==> src/rtl/mcp_pkg.sv <==
// Shared definitions for the MCP launch side: FSM state encoding and the
// bus reset pattern that the remote capture register also resets to.
package mcp_pkg;

  localparam int unsigned MCP_MAX_WIDTH = 256;

  typedef enum logic [1:0] {
    IDLE = 2'd0,
    HOLD = 2'd1,
    CAPT = 2'd2
  } mcp_state_t;

  // Alternating pattern: odd bits 1, even bits 0, upper bits beyond width clear.
  function automatic logic [MCP_MAX_WIDTH-1:0] mcp_rst_pattern(input int unsigned width);
    logic [MCP_MAX_WIDTH-1:0] p;
    p = '0;
    for (int unsigned i = 0; i < MCP_MAX_WIDTH; i++) begin
      if (i < width) p[i] = i[0];
    end
    return p;
  endfunction

endpackage

==> src/rtl/mcp_hold_counter.sv <==
// Loadable down-counter that times the stable-bus window; saturates at zero.
module mcp_hold_counter #(
  parameter int unsigned width = 1
) (
  input  logic             CLK,
  input  logic             RST,
  input  logic             load,
  input  logic [width-1:0] load_val,
  input  logic             en,
  output logic             zero_c
);

  logic [width-1:0] cnt_q, cnt_d;

  always_comb begin
    cnt_d = cnt_q;
    if (load) begin
      cnt_d = load_val;
    end else if (en && (cnt_q != '0)) begin
      cnt_d = cnt_q - width'(1);
    end
  end

  always_ff @(posedge CLK) begin
    if (RST) cnt_q <= '0;
    else     cnt_q <= cnt_d;
  end

  assign zero_c = (cnt_q == '0);

endmodule

==> src/rtl/mcp_launch_ctrl.sv <==
// Launch-side MCP controller: accepts a word, holds it on the MCP bus for
// hold_cycles cycles, then pulses the capture enable for one cycle.
module mcp_launch_ctrl
  import mcp_pkg::*;
#(
  parameter int unsigned width       = 1,
  parameter int unsigned hold_cycles = 2,
  parameter int unsigned cnt_width   = 16
) (
  input  logic                 CLK,
  input  logic                 RST,
  input  logic                 in_valid,
  output logic                 in_ready,
  input  logic [width-1:0]     in_data,
  output logic [width-1:0]     mcp_val,
  output logic                 mcp_set,
  output logic                 busy,
  output logic                 done,
  output logic [cnt_width-1:0] xfer_count
);

  localparam int unsigned HCW = (hold_cycles > 2) ? $clog2(hold_cycles) : 1;
  localparam logic [width-1:0] RST_PAT = width'(mcp_rst_pattern(width));
  localparam logic [HCW-1:0] HOLD_LOAD = (hold_cycles >= 2) ? HCW'(hold_cycles - 2) : '0;

  if (hold_cycles < 1) begin : g_bad_hold
    $error("mcp_launch_ctrl: hold_cycles must be at least 1");
  end
  if (width < 1 || width > MCP_MAX_WIDTH) begin : g_bad_width
    $error("mcp_launch_ctrl: width out of range");
  end

  mcp_state_t           state_q, state_d;
  logic [width-1:0]     val_q, val_d;
  logic                 done_q, done_d;
  logic [cnt_width-1:0] cnt_q, cnt_d;
  logic                 hc_load_c, hc_en_c, hc_zero_c;

  mcp_hold_counter #(.width(HCW)) u_hold_cnt (
    .CLK      (CLK),
    .RST      (RST),
    .load     (hc_load_c),
    .load_val (HOLD_LOAD),
    .en       (hc_en_c),
    .zero_c   (hc_zero_c)
  );

  // Next-state, bus data and completion bookkeeping.
  always_comb begin
    state_d   = state_q;
    val_d     = val_q;
    done_d    = 1'b0;
    cnt_d     = cnt_q;
    hc_load_c = 1'b0;
    hc_en_c   = 1'b0;
    case (state_q)
      IDLE: begin
        if (in_valid) begin
          val_d = in_data;
          if (hold_cycles == 1) begin
            state_d = CAPT;
          end else begin
            hc_load_c = 1'b1;
            state_d   = HOLD;
          end
        end
      end
      HOLD: begin
        hc_en_c = 1'b1;
        if (hc_zero_c) state_d = CAPT;
      end
      CAPT: begin
        state_d = IDLE;
        done_d  = 1'b1;
        cnt_d   = cnt_q + cnt_width'(1);
      end
      default: state_d = IDLE;
    endcase
  end

  always_ff @(posedge CLK) begin
    if (RST) begin
      state_q <= IDLE;
      val_q   <= RST_PAT;
      done_q  <= 1'b0;
      cnt_q   <= '0;
    end else begin
      state_q <= state_d;
      val_q   <= val_d;
      done_q  <= done_d;
      cnt_q   <= cnt_d;
    end
  end

  // Handshake and capture enable are gated by RST so an aborted CAPT never fires.
  assign in_ready   = (state_q == IDLE) && !RST;
  assign mcp_set    = (state_q == CAPT) && !RST;
  assign busy       = (state_q != IDLE);
  assign mcp_val    = val_q;
  assign done       = done_q;
  assign xfer_count = cnt_q;

endmodule
==> config.mk <==
export PLATFORM = sky130hd
export DESIGN_NAME = mcp_launch_ctrl
export DESIGN_NICKNAME = d
export VERILOG_FILES = /design/src/rtl/mcp_pkg.sv /design/src/rtl/mcp_hold_counter.sv /design/src/rtl/mcp_launch_ctrl.sv
export SDC_FILE = /design/constraint.sdc
export NUM_CORES = 1
export LEC_CHECK = 0
export CORE_ASPECT_RATIO = 1.4
export CORE_MARGIN = 5
export CORE_UTILIZATION = 46
export CTS_CLUSTER_DIAMETER = 50
export DETAILED_ROUTE_END_ITERATION = 12
export PLACE_DENSITY_LB_ADDON = 0.25
export SLEW_MARGIN = 15
export SYNTH_ARGS = -nofsm -noshare
export SYNTH_HDL_FRONTEND = slang
export SYNTH_SLANG_ARGS = --single-unit
export TNS_END_PERCENT = 5
==> constraint.sdc <==
create_clock -name CLK -period 1.6 [get_ports CLK]
set_input_delay 0.24 -clock CLK [delete_from_list [all_inputs] [get_ports CLK]]
set_output_delay 0.24 -clock CLK [all_outputs]
set_load 0.05 [all_outputs]
Word level (Yosys, flattened, before mapping) --
Cells that the tools add are included.
Storage, ports and cells: bits in registers 21, output and inout bits 21, logic and storage cells 27, input bits 4
Cells by class: add/sub/neg operators 2, reductions and logical operators 9, equality and inequality tests 4, multiplexer cells 7
Operators by type and width (number):
- $add 16x1->16 const B | 1
- $mux 1 | 4
- $mux 2 | 2
- $ne 2x2->1 const B | 2
- $pmux 2 s2 | 1
- $reduce_and 2->1 | 2
- $logic_and 1x1->1 | 3
- $eq 2x1->1 const B | 1
- $eq 2x2->1 const B | 1
- $logic_not 2->1 | 1
- $reduce_bool 2->1 | 1
- $reduce_or 2->1 | 1
- $logic_not 1->1 | 1
- $sub 1x1->1 const B | 1

Longest topological paths before layout --
depth after elaboration 3, gate-level depth with buffers 5, depth with buffers taken out 5

By module --
Synthesis repeated with hierarchy kept, for this count alone.
Second synthesis, totals: cell total of the unflattened synthesis 102, area total of the unflattened synthesis 937.1 um^2
By module, submodules not included:
- mcp_launch_ctrl | times used 1, cells an instance 98, seq. area each 400.4 um^2, area each 889.6 um^2
- mcp_hold_counter | times used 1, cells an instance 4, seq. area each 20.0 um^2, area each 47.5 um^2

Least setup slack after synthesis --
Ideal clock, no wire load.
path kind register -> register, start register cnt_q[3] (netlist: xfer_count[3]), end register cnt_q[13] (netlist: xfer_count[13]), setup time 70 ps, stages on the path, launching flop included 6, data arrival time 1756 ps, required time 1530 ps, setup slack -226 ps, path through dfxtp_1 -> and4_1 -> buf_6 -> nand2_4 -> or4_1 -> a21oi_1
Between the ends: word-level cells in the longest chain between the ends 1
RTL lines:
- start: declaration | RTL line mcp_launch_ctrl.sv:36 | logic [cnt_width-1:0] cnt_q, cnt_d;
- start signal: assignment | RTL line mcp_launch_ctrl.sv:91 | cnt_q <= cnt_d;
- $add 16x1->16 | RTL line mcp_launch_ctrl.sv:75 | cnt_d = cnt_q + cnt_width'(1);
Every way passes these cells. A chain may end at the register's enable or synchronous reset.

Final worst setup path --
start register cnt_q[6] (netlist: xfer_count[6]), end register cnt_q[13] (netlist: xfer_count[13])
Same word-level chain as after synthesis.

==> flow_summary.yaml <==
floorplanning:
  starting_density_pct: 48.3
  die_h_um: 63.8
  num_rows: 19
  core-area_mm2: 0.00197
  pin_count: 25
  dieArea_mm2: 0.00309
  die_x_um: 48.5
finish:
  finish.utilization_pct: 65.0
  insertedDiodeCount: 0
  final_common_cell: "buf_4"
  layout.cells.most_common_list: "24 x buf_4, 16 x dfxtp_1, 14 x nor2_1"
  synthToLayoutAreaGrowth_pct: 34.7
  final_cell_area_mm2: 0.00128
  layout.filler_cells: 165
  share_of_post_route_cells_with_drive_strength_above_1_pct: 32.4
  nNetsFinal: 145
power_and_ir_drop:
  switching_share_of_total_power_pct: 24.4
  p_switching_uw: 216
  share_clk_of_total_power_pct: 27.9
  vdd_ir_drop_max_uv: 428
  power.internal_uw: 671
  seqPwrFrac_pct: 60.6
  power.share.combinational_pct: 11.5
  cellPowerDensity_mw_per_mm2: 692
  power.static_leakage_uw: 0.000537
sta:
  setup_repair_after_global_routing_missed_its_margin: "no"
  fin_skew_ps: 8.18
  setup-violations-final: 0
  finalHoldViolCount: 0
  post-route-min-period_ps: 1510
  slew-limit-headroom_pct: 82.7
  final.period_utilization_pct: 94.5
  transition_time_of_the_tightest_slew_check_pin_ps: 259
  fmaxAchievable_mhz: 662
  timing.final.max_slew_violations: 0
synthesis:
  ys_types: 34
  yosys_warnings: 0
  synthDominantCellAreaShare_pct: 44.2
  synth.cell_area_um2: 952
  synth-seq-cells: 21
  yosys.area.top_type: "dfxtp_1"
  ys_top_cells_by_area: "dfxtp_1 44%, xor2_1 6.4%, nor2_1 6.3%, nand2_1 3.5%, a21oi_1 3.2%"
  synth_area_per_cell_um2: 8.82
  syn-instance-count: 108
  synth.net_count: 113
  sequential_to_total_area_share_from_yosys_stat_pct: 44.2
global_routing:
  grt_pass1_vias: 858
  grt_start_max_net_pins: 16
  global_route.usage.total_pct: 14.0
  grt_pass1_wl_um: 3530
  number_of_antenna_violations_at_the_first_check_in_global_routing: 0
  grt.overflow.total: 0
worst_setup_path:
  cpPeakStageDelay_ps: 510
  critical_path.endpoint_type: "flop"
  critical_path.startpoint_type: "flop"
  crit_path_cell_trace: "and4_1 > nand2_4 > or4_1 > a21oi_1"
  cpMaxStageDelayCell: "or4_1"
  cp.arrival_ps: 1750
  critical_path_class: "flop to flop"
  worstPathRequired_ps: 1840
  critPathMaxFanout: 6
worst_hold_path:
  holdCritPathClass: "flop to flop"
clocking:
  ctsLongestPathBuffers: 2
  htree_levels: 1
  numClockSinks: 21
  tritoncts: "built"
  clkTransAtPathRegs_ps: 110
  worstSkewPairLatency_ps: 300
  tritoncts_buffer_count: 3
  clk_root_buffer_cell: "clkbuf_4"
place:
  dp.final_hpwl_um: 1570
  port_buffers: 24
  place_congestion: 0.858
  post_dp_cell_area_mm2: 0.00125
route:
  routed_wire_length_per_instance_um: 12.8
  num_vias: 842
  drc: 0
  detail_route.wirelength_um: 2050
  avgViaCountPerCell: 5.26
  drt.antenna.violating_nets: 0
  dr.first_iter.drc_count: 12
  drt_pass1_iterations: 4
run:
  maxCapViolations: 0
status:
  status: "finished clean"
==> flip-flops by register name, summed over array words and instances (netlist names) <==
register	cells
state_q	2
u_hold_cnt.cnt_q	1
done	1
xfer_count	16
mcp_val	1
==> cell usage after synthesis <==
cell type / number
nand3b_1: 1
and3_2: 2
buf_4: 1
and2_1: 1
and4_1: 3
inv_1: 2
and4b_1: 1
ha_1: 1
nor3_1: 2
clkbuf_1: 1
xnor2_1: 3
or3_1: 2
nor2b_1: 3
nand2_1: 9
or4_1: 1
dfxtp_1: 21
buf_2: 1
and3_1: 1
nand4b_1: 1
nor2_1: 16
o21ai_0: 4
or3_2: 1
o31ai_1: 1
and2_2: 1
xor2_1: 7
nand2_4: 1
nor4b_1: 1
mux2i_1: 2
buf_6: 1
nand4_1: 4
nand3_1: 4
a21oi_1: 6
and3b_1: 1
nor3b_1: 1
==> path summary, 6_finish.rpt <==
path | from | slack (ps) | cells past startpoint | end
max | xfer_count[6] | 90 | 4 | xfer_count[13]
min | u_hold_cnt.cnt_q | 450 | 1 | state_q[1]
max reg2reg | xfer_count[6] | 90 | 4 | xfer_count[13]
min reg2reg | u_hold_cnt.cnt_q | 450 | 1 | state_q[1]
==> layout make-up <==
type	count	area (µm²)	share of cell area, %
multi-input cells	81	505	39.4
inverters	2	7.51	0.585
repair buffers	31	290	22.6
clock buffers	4	26.3	2.05
flip-flops and latches	21	427	33.3
well taps	21	26.3	2.05
==> power by group through the flow <==
stage / Sequential, µW / Clock, µW / Combinational [µW]
finish: 538 / 248 / 102
global route: 539 / 287 / 109
CTS: 537 / 263 / 103
detailed placement: 548 / 0 / 103
global placement: 548 / 0 / 101
floorplan: 557 / 0 / 47.0
==> cell families after synthesis <==
family	Yosys count	synth area share [%]
simple gates	57	33.5
xor+xnor	10	9.20
mux	2	2.10
fa+ha+maj	1	1.31
compound gates	11	6.05
flops	21	44.2
buf+inv	6	3.68
==> worst max-delay path, delay by kind of cell (launching register included) <==
family | cells | cell delay [ps]
flip-flops | 1 | 370
AO/OA/AOI/OAI | 1 | 140
AND/OR/NAND/NOR | 3 | 950
==> per-layer routing <==
| metal | vias to the layer above | track usage, % | part of all wire (%) |
|---|---|---|---|
| li1 | 434 | - | - |
| met1 | 386 | 14.0 | 39 |
| met2 | 18 | 25.5 | 54 |
| met3 | 4 | 3.72 | 5.5 |
| met4 | 0 | 7.74 | 2.1 |
| met5 | - | 0 | 0 |
==> what timing repair did <==
item	CTS	global route
pin swaps	0	0
setup endpoints to repair	1	4
buffers inserted	0	0
hold buffers	0	0
resized for setup	1	4
==> per-stage QoR <==
stage	TNS (ps)	hold slack (ps)	power [µW]	setup slack (ps)	instances
6_report	0	449	887	88.4	160
5_1_grt	0	480	934	14.5	160
4_1_cts	0	450	902	16.8	160
3_5_place_dp	0	439	651	104	156
3_3_place_gp	0	431	649	111	156
2_1_floorplan	-725	312	604	-156	108
No activity file was read; power rests on OpenSTA's default activity.
